`src/rtl/muldiv_pkg.sv`:
```
// Shared types and op-code helpers for the iterative RV32M multiply/divide engine.
package muldiv_pkg;

    typedef enum logic [2:0] {
        IDLE = 3'd0,
        PREP = 3'd1,
        CALC = 3'd2,
        FIX  = 3'd3,
        DONE = 3'd4
    } state_t;

    localparam logic [2:0] OP_MUL    = 3'b000;
    localparam logic [2:0] OP_MULH   = 3'b001;
    localparam logic [2:0] OP_MULHSU = 3'b010;
    localparam logic [2:0] OP_MULHU  = 3'b011;
    localparam logic [2:0] OP_DIV    = 3'b100;
    localparam logic [2:0] OP_DIVU   = 3'b101;
    localparam logic [2:0] OP_REM    = 3'b110;
    localparam logic [2:0] OP_REMU   = 3'b111;

    function automatic logic is_div(input logic [2:0] f);
        return f[2];
    endfunction

    function automatic logic is_signed_a(input logic [2:0] f);
        return (f == OP_MUL) || (f == OP_MULH) || (f == OP_MULHSU) ||
               (f == OP_DIV) || (f == OP_REM);
    endfunction

    // MULHSU keeps a signed but treats b as unsigned.
    function automatic logic is_signed_b(input logic [2:0] f);
        return (f == OP_MUL) || (f == OP_MULH) || (f == OP_DIV) || (f == OP_REM);
    endfunction

endpackage

```
`src/rtl/muldiv_fsm.sv`:
```
// Sequencer for muldiv_unit: state register, iteration counter, datapath strobes
// and Moore busy/done decodes.
module muldiv_fsm
    import muldiv_pkg::*;
#(
    parameter int WIDTH = 32
) (
    input  logic clk,
    input  logic reset,
    input  logic start,
    input  logic early,
    output logic load,
    output logic prep,
    output logic step,
    output logic fix,
    output logic busy,
    output logic done
);

    localparam int CW = $clog2(WIDTH) + 1;

    state_t        state, state_nxt;
    logic [CW-1:0] count;
    logic          last;

    assign last = (count == CW'(WIDTH - 1));

    always_ff @(posedge clk) begin
        if (reset) begin
            state <= IDLE;
            count <= '0;
        end else begin
            state <= state_nxt;
            if (state == PREP)
                count <= '0;
            else if (state == CALC)
                count <= count + CW'(1);
        end
    end

    always_comb begin
        state_nxt = state;
        load      = 1'b0;
        unique case (state)
            IDLE: begin
                if (start) begin
                    state_nxt = PREP;
                    load      = 1'b1;
                end
            end
            PREP: state_nxt = early ? DONE : CALC;
            CALC: if (last) state_nxt = FIX;
            FIX:  state_nxt = DONE;
            DONE: begin
                if (start) begin
                    state_nxt = PREP;
                    load      = 1'b1;
                end else begin
                    state_nxt = IDLE;
                end
            end
            default: state_nxt = IDLE;
        endcase
    end

    assign prep = (state == PREP);
    assign step = (state == CALC);
    assign fix  = (state == FIX);
    assign busy = prep | step | fix;
    assign done = (state == DONE);

endmodule

```
`src/rtl/muldiv_unit.sv`:
```
// Iterative RV32M multiply/divide: sign-magnitude shift-add multiply and
// restoring divide, one bit per cycle, with sign fix-up and a held result.
module muldiv_unit
    import muldiv_pkg::*;
#(
    parameter int WIDTH = 32
) (
    input  logic             clk,
    input  logic             reset,
    input  logic             start,
    input  logic [2:0]       funct3,
    input  logic [WIDTH-1:0] a,
    input  logic [WIDTH-1:0] b,
    output logic             busy,
    output logic             done,
    output logic [WIDTH-1:0] result
);

    localparam logic [WIDTH-1:0] MIN_NEG = {1'b1, {(WIDTH-1){1'b0}}};

    logic load, prep, step, fix, early;

    logic signed [WIDTH-1:0] op_a, op_b;
    logic [2:0]              op;
    logic                    sign_a, sign_b, sa_c, sb_c;
    logic [WIDTH-1:0]        mag_a, mag_b, mag_a_c, mag_b_c, shreg;
    logic [2*WIDTH-1:0]      acc, prod;
    logic [WIDTH:0]          rem, mul_sum, div_shift, div_diff;
    logic                    div_ge, div0, ovf;
    logic [WIDTH-1:0]        quo, rmd, fix_val, early_val;

    muldiv_fsm #(.WIDTH(WIDTH)) u_fsm (
        .clk   (clk),
        .reset (reset),
        .start (start),
        .early (early),
        .load  (load),
        .prep  (prep),
        .step  (step),
        .fix   (fix),
        .busy  (busy),
        .done  (done)
    );

    // Operand signs and magnitudes, formed from the latched operands in PREP.
    assign sa_c    = is_signed_a(op) & op_a[WIDTH-1];
    assign sb_c    = is_signed_b(op) & op_b[WIDTH-1];
    assign mag_a_c = sa_c ? $unsigned(-op_a) : $unsigned(op_a);
    assign mag_b_c = sb_c ? $unsigned(-op_b) : $unsigned(op_b);

    assign div0  = (op_b == '0);
    assign ovf   = ((op == OP_DIV) || (op == OP_REM)) &&
                   ($unsigned(op_a) == MIN_NEG) && ($unsigned(op_b) == '1);
    assign early = is_div(op) & (div0 | ovf);

    // Corner cases: op[1] selects remainder among the divide ops.
    always_comb begin
        early_val = '0;
        if (div0)
            early_val = op[1] ? $unsigned(op_a) : '1;
        else if (ovf)
            early_val = op[1] ? '0 : $unsigned(op_a);
    end

    always_comb begin
        mul_sum   = {1'b0, acc[2*WIDTH-1:WIDTH]} + (shreg[0] ? {1'b0, mag_a} : '0);
        div_shift = {rem[WIDTH-1:0], shreg[WIDTH-1]};
        div_ge    = (div_shift >= {1'b0, mag_b});
        div_diff  = div_shift - {1'b0, mag_b};
    end

    always_ff @(posedge clk) begin
        if (load) begin
            op_a <= a;
            op_b <= b;
            op   <= funct3;
        end
        if (prep) begin
            sign_a <= sa_c;
            sign_b <= sb_c;
            mag_a  <= mag_a_c;
            mag_b  <= mag_b_c;
            acc    <= '0;
            rem    <= '0;
            shreg  <= is_div(op) ? mag_a_c : mag_b_c;
        end else if (step) begin
            if (is_div(op)) begin
                rem   <= div_ge ? div_diff : div_shift;
                acc   <= {acc[2*WIDTH-1:WIDTH], acc[WIDTH-2:0], div_ge};
                shreg <= {shreg[WIDTH-2:0], 1'b0};
            end else begin
                acc   <= {mul_sum, acc[WIDTH-1:1]};
                shreg <= {1'b0, shreg[WIDTH-1:1]};
            end
        end
    end

    // FIX: signs were cleared in PREP for unsigned ops, so no op check here.
    always_comb begin
        prod = (sign_a ^ sign_b) ? -acc : acc;
        quo  = (sign_a ^ sign_b) ? -acc[WIDTH-1:0] : acc[WIDTH-1:0];
        rmd  = sign_a ? -rem[WIDTH-1:0] : rem[WIDTH-1:0];
        unique case (op)
            OP_MUL:                        fix_val = prod[WIDTH-1:0];
            OP_MULH, OP_MULHSU, OP_MULHU:  fix_val = prod[2*WIDTH-1:WIDTH];
            OP_DIV, OP_DIVU:               fix_val = quo;
            default:                       fix_val = rmd;
        endcase
    end

    always_ff @(posedge clk) begin
        if (reset)
            result <= '0;
        else if (fix)
            result <= fix_val;
        else if (prep && early)
            result <= early_val;
    end

endmodule

```
`config.mk`:
```
export PLATFORM = sky130hd
export DESIGN_NAME = muldiv_unit
export DESIGN_NICKNAME = d
export VERILOG_FILES = /design/src/rtl/muldiv_pkg.sv /design/src/rtl/muldiv_fsm.sv /design/src/rtl/muldiv_unit.sv
export SDC_FILE = /design/constraint.sdc
export NUM_CORES = 1
export LEC_CHECK = 0
export ABC_CLOCK_PERIOD_IN_PS = 10670
export BUFFER_PORTS_ARGS = -buffer_cell sky130_fd_sc_hd__buf_2
export CORE_MARGIN = 5
export CORE_UTILIZATION = 57
export CTS_CLUSTER_DIAMETER = 40
export DETAILED_ROUTE_END_ITERATION = 8
export PLACE_DENSITY = 0.75
export SETUP_SLACK_MARGIN = 0.15
export SYNTH_ARGS = -nofsm -noshare
export SYNTH_HDL_FRONTEND = slang
export SYNTH_HIERARCHICAL = 1
export SYNTH_SLANG_ARGS = --single-unit
```
`constraint.sdc`:
```
create_clock -name clk -period 10.67 [get_ports clk]
set_input_delay 2.6675 -clock clk [delete_from_list [all_inputs] [get_ports clk]]
set_output_delay 2.6675 -clock clk [all_outputs]
set_load 0.005 [all_outputs]
```
* Yosys cells after proc, flatten, opt, wreduce, memory -nomap -nowiden
Index checks and enable logic that the tools add are counted.
W data, S select, Z words.
** Operators by class
- Add/sub/neg operators :: 8
- Order comparisons :: 1
- Equal/unequal tests :: 15
- Mux-type cells :: 26
- Bitwise operators :: 8
- Reduce and logical (&&, ||, !) cells :: 22
** Operators with widths (number)
- $mux W32 :: 17
- $neg A32 Y32 :: 4
- $pmux W32 S3 :: 1
- $eq A32 B32 Y1 const B :: 2
- $mux W64 :: 1
- $neg A64 Y64 :: 1
- $add A32 B32 Y33 :: 1
- $ge A33 B32 Y1 :: 1
- $logic_not A32 Y1 :: 1
- $sub A32 B32 Y32 :: 1
- $pmux W3 S5 :: 1
- $eq A3 B2 Y1 const B :: 4
- $eq A3 B3 Y1 const B :: 4
- $mux W3 :: 3
- $logic_or A1 B1 Y1 :: 7
- $add A6 B1 Y6 const B :: 1
- $eq A3 B1 Y1 const B :: 2
- $eq A6 B5 Y1 const B :: 1
- $logic_not A3 Y1 :: 2
- $reduce_and A2 Y1 :: 3
- $reduce_or A2 Y1 :: 3
- $ne A2 B2 Y1 const B :: 2
- $reduce_bool A2 Y1 :: 2
- $and A1 B1 Y1 :: 3
- other kinds (6) :: 12
** Word-level totals
- Register bits after elaboration :: 302
- Output and inout port bits :: 34
- Logic and storage cells :: 94

* Longest topological paths before layout
- Word-level depth :: 9
- Mapped depth :: 14

* Modules after synthesis
The synthesis kept the hierarchy.
** Modules (own cells, without submodules)
- muldiv_unit :: instances 1, cells each 2050, area an instance 19008.2 µm²
- muldiv_fsm :: instances 1, cells each 50, area an instance 432.9 µm²

* Worst setup path after synthesis
No wires, ideal clock.
- Kind :: register -> register
- From :: register u_fsm.state[0]
- To :: register result[14]
- Setup time :: 0.134 ns
- Arrival time :: 7.334 ns
- Data required time :: 10.536 ns
- Path slack :: 3.203 ns
- Cell stages (with the launch flop) :: 6
- Buffers on the path :: 1
- Period minus slack after synthesis :: 7.467 ns
- Cells stage by stage :: dfxtp_1 nor3b_1 a31oi_2 clkbuf_1 a221oi_1 a211oi_1
** Between the ends
- Cells in the longest elaborated chain, start to end :: 3
- Elaborated cells on any way between the ends :: 5
- Those cells by class :: 2 x eq/ne; 1 x mux; 2 x reduce/logical
** RTL lines
- start: declaration :: line muldiv_fsm.sv:22 : state_t state, state_nxt;
- start signal: assignment :: line muldiv_fsm.sv:33 : state <= state_nxt;
- $eq A3 B1 Y1 :: line muldiv_fsm.sv:66 : assign prep = (state == PREP);
- named net prep :: line muldiv_unit.sv:21 : logic load, prep, step, fix, early;
- $logic_and A1 B1 Y1 :: line muldiv_unit.sv:116 : else if (prep && early)
- $reduce_bool A2 Y1 (no source line)
- end signal: assignment :: line muldiv_unit.sv:115 : result <= fix_val;
- end signal: assignment :: line muldiv_unit.sv:117 : result <= early_val;
- end: declaration :: line muldiv_unit.sv:16 : output logic [WIDTH-1:0] result
The timed path passes the listed nets, and every way through them passes these cells.
A chain may end at the register's enable or synchronous reset.

* Worst setup path in the final report
- From :: register mag_b[1]
- To :: register rem[22]
** Between the ends
- Cells in the longest elaborated chain, start to end :: 2
- Elaborated cells on any way between the ends :: 3
- Those cells by class :: 1 x add/sub; 1 x order compare; 1 x mux
** RTL lines
- start: declaration :: line muldiv_unit.sv:26 : logic [WIDTH-1:0] mag_a, mag_b, mag_a_c, mag_b_c, shreg;
- start signal: assignment :: line muldiv_unit.sv:82 : mag_b <= mag_b_c;
- $sub A32 B32 Y32 or $ge A33 B32 Y1 (tied branches) :: line muldiv_unit.sv:69, muldiv_unit.sv:68
- $mux W32 * :: line muldiv_unit.sv:88 : rem <= div_ge ? div_diff : div_shift;
- end signal: assignment :: line muldiv_unit.sv:88
- end: declaration :: line muldiv_unit.sv:28 : logic [WIDTH:0] rem, mul_sum, div_shift, div_diff;
Mark *: on every way between the ends. The rest lies on a longest branch, timed or not.

==> run metrics <==
gate count of the mapped netlist 2100; Post-CTS Setup Inserts 0; worst setup path category reg2reg; H-tree depth 2; clk sink count 302; Yosys cell types 93; Cell Int Power 2.83 mW; maximum count of clock buffers along a single path 3; final core utilization 0.649; number of detailed-route iterations in the first pass 7; hold violation count in the final report 0; final-report max-slew violation count 0; clock tree from TritonCTS done; global-route wire length before repair 91200 µm; Net Count, Synth 2242; total length of routed met2 wires 25100 µm; overall die height 195 µm; relative contribution of the clock network to total power 0.360; Data arrival, critical path 4690 ps; wire length per cell after detailed routing 22.5 µm; half-perimeter wire length after placement 43400 µm; core footprint 33600 µm²; final-layout setup total negative slack 0 ps; gpl congestion 0.980; latest clock arrival within the worst-skew pair 600 ps; total power density per cell area 200 nW/µm²; overall power after layout 4.37 mW; vias post-DR 17100; number of cells in the design after placement 2542; average cell area after synthesis 9.26 µm²; count of nets left with antenna violations after detail routing 0; max layer used met4; CP Cell Sequence inv_1 > ha_1 > nor2b_1 > o31ai_1 > a221oi_2 > and4b_1 > or2_0 > a2111o_1 > nand2_1 > o211ai_1 > a21oi_1; worst-case clock skew 25.7 ps; cts repair resizes 0; slowest stage delay, CP 670 ps; type of the worst min-delay path reg2reg; Max Fclk 0.235 GHz; GRT Util Overall 0.303; port bufs 103; share of the clock period used by the worst path after layout 0.399; most frequent standard cell in the layout excluding fill and tap cells nor2_1; maximum number of pins on one net before global-route repair 115; antenna fix cells 0; relative contribution of combinational cells to total power 0.274; async set-or-reset flop fraction in the synthesized netlist 0; Hold-fix buffers, CTS 0; number of non-filler instances in the completed layout 2631; summed instance area of the synthesized netlist 19400 µm²; site row count 67; Initial Utilization 0.578; count of max-cap constraint violations 0; number of synthesized register bits 302; switching fraction of total power 0.353; Layout area overhead 12.3%; Final Critical Period 4260 ps; remaining global-route overflow 0; Worst Path Required 11100 ps; routed wire length on met3 5910 µm; largest vdd supply drop 0.202 mV; standby leakage power 8.41 nW; Seq/Total Area, Yosys 0.396; Worst setup EP type flip-flop; outcome completed; die extent in x 195 µm; Final #Nets 2287; sequential share of power 0.366; DRC Markers 0; measured slew at the worst slew-check pin 1110 ps; yosys warns 6; antenna violations before repair 0; Critical Path Start Type flip-flop; unrepaired setup endpoints after global routing false; top library cells by usage in the layout, fill and taps aside 215 x nor2_1, 165 x edfxtp_1, 162 x a21oi_1, 151 x nand2_1, 137 x dfxtp_1; average via count per standard cell 6.49; commonest register cell after synthesis edfxtp_1; share of cells above drive strength 1 0.130; number of synthesized flops with an enable pin 165; total wirelength of the detailed-routed design 59300 µm; DIE AREA 37900 µm²; highest-delay cell along the critical path nand2_1; clock root buffer clkbuf_16; vias in the first global route 15700; net switching component of the power 1.54 mW; iteration-0 DRC count of the detailed router 1975; routed metal-1 wire length 24800 µm; Reg clk slew, reported paths 60 ps; count of final setup violators 0; number of placed I/O pins 104; worst slew margin relative to its limit 0.256; number of buffers added by the clock tree synthesis step 49; highest fanout seen on the critical path 20
layer usage:
| layer | vias up | GRT usage |
|---|---|---|
| met5 | - | 0 |
| met4 | 0 | 0.159 |
| met3 | 139 | 0.0545 |
| met2 | 924 | 0.439 |
| met1 | 8083 | 0.435 |
| li1 | 7927 | - |
cells in the mapped netlist (all sizes together), types with 46 or more instances:
| library cell | instances | area share |
|---|---|---|
| xor2 | 87 | 0.039 |
| clkbuf | 103 | 0.020 |
| xnor2 | 101 | 0.046 |
| dfxtp | 137 | 0.14 |
| ha | 70 | 0.045 |
| mux2i | 46 | 0.024 |
| a21oi | 162 | 0.042 |
| nor3 | 58 | 0.015 |
| nor2 | 219 | 0.043 |
| edfxtp | 165 | 0.25 |
| nand2 | 151 | 0.029 |
| a211oi | 57 | 0.022 |
| inv | 77 | 0.015 |
| o21ai | 98 | 0.025 |
logic make-up after synthesis:
logic type                 synth area share
buffers and inverters                0.0417
xor gates and xnor gates             0.0847
adders and majority gates            0.0471
DFF                                   0.396
AOI/OAI and AO/OA                     0.197
and+or+nand+nor                       0.175
muxes                                0.0590
layout make-up:
class                      count  area [µm²]
clock inverter                33         342
tap                          448         561
multi-input combinational   1592       11000
fill                        2727       11800
clock buffer                  56        1290
sequential                   302        7700
inverter                      77         289
timing repair buffer         123         678
power by group through the flow:
stage / logic, mW / clock network (mW) / registers [mW]
global placement: 1.14 / 0 / 1.61
floorplan: 0.936 / 0 / 1.51
CTS: 1.17 / 1.59 / 1.59
global route: 1.31 / 1.64 / 1.61
finish: 1.20 / 1.57 / 1.60
detailed placement: 1.16 / 0 / 1.61
state kept, by name, indices dropped and copies added (netlist names), 6 cells and up:
signal,count
op_a,32
mag_b,32
mag_a,32
op_b,32
shreg,32
u_fsm/count,6
acc,64
result,32
rem,32
per-stage QoR:
step	instance area (µm²)	worst slack [ps]	hold WS, ps
after detailed placement	20200	6500	444
after global routing	21800	6170	476
after CTS	21800	6470	452
after global placement	20200	6610	440
after floorplan	19400	3200	447
final	21800	6410	453
worst paths after layout:
kind	depth (start not counted)	startpoint	end	slack, ps
worst max-delay path	11	mag_b[1]$_DFFE_PP_	rem[22]$_SDFFE_PP0P_	6410
worst min-delay path	2	result[10]$_SDFFE_PP0P_	result[10]$_SDFFE_PP0P_	450
worst max register to register	11	mag_b[1]$_DFFE_PP_	rem[22]$_SDFFE_PP0P_	6410
worst min register to register	2	result[10]$_SDFFE_PP0P_	result[10]$_SDFFE_PP0P_	450
worst max-delay path, delay by kind of cell, from the launching register on:
family | cells | cell delay [ps]
buf+inv | 1 | 60
flops | 1 | 400
compound gates | 5 | 1720
simple gates | 4 | 1620
fa+ha+maj | 1 | 300
Note: power is estimated with default switching activity, not from simulation.
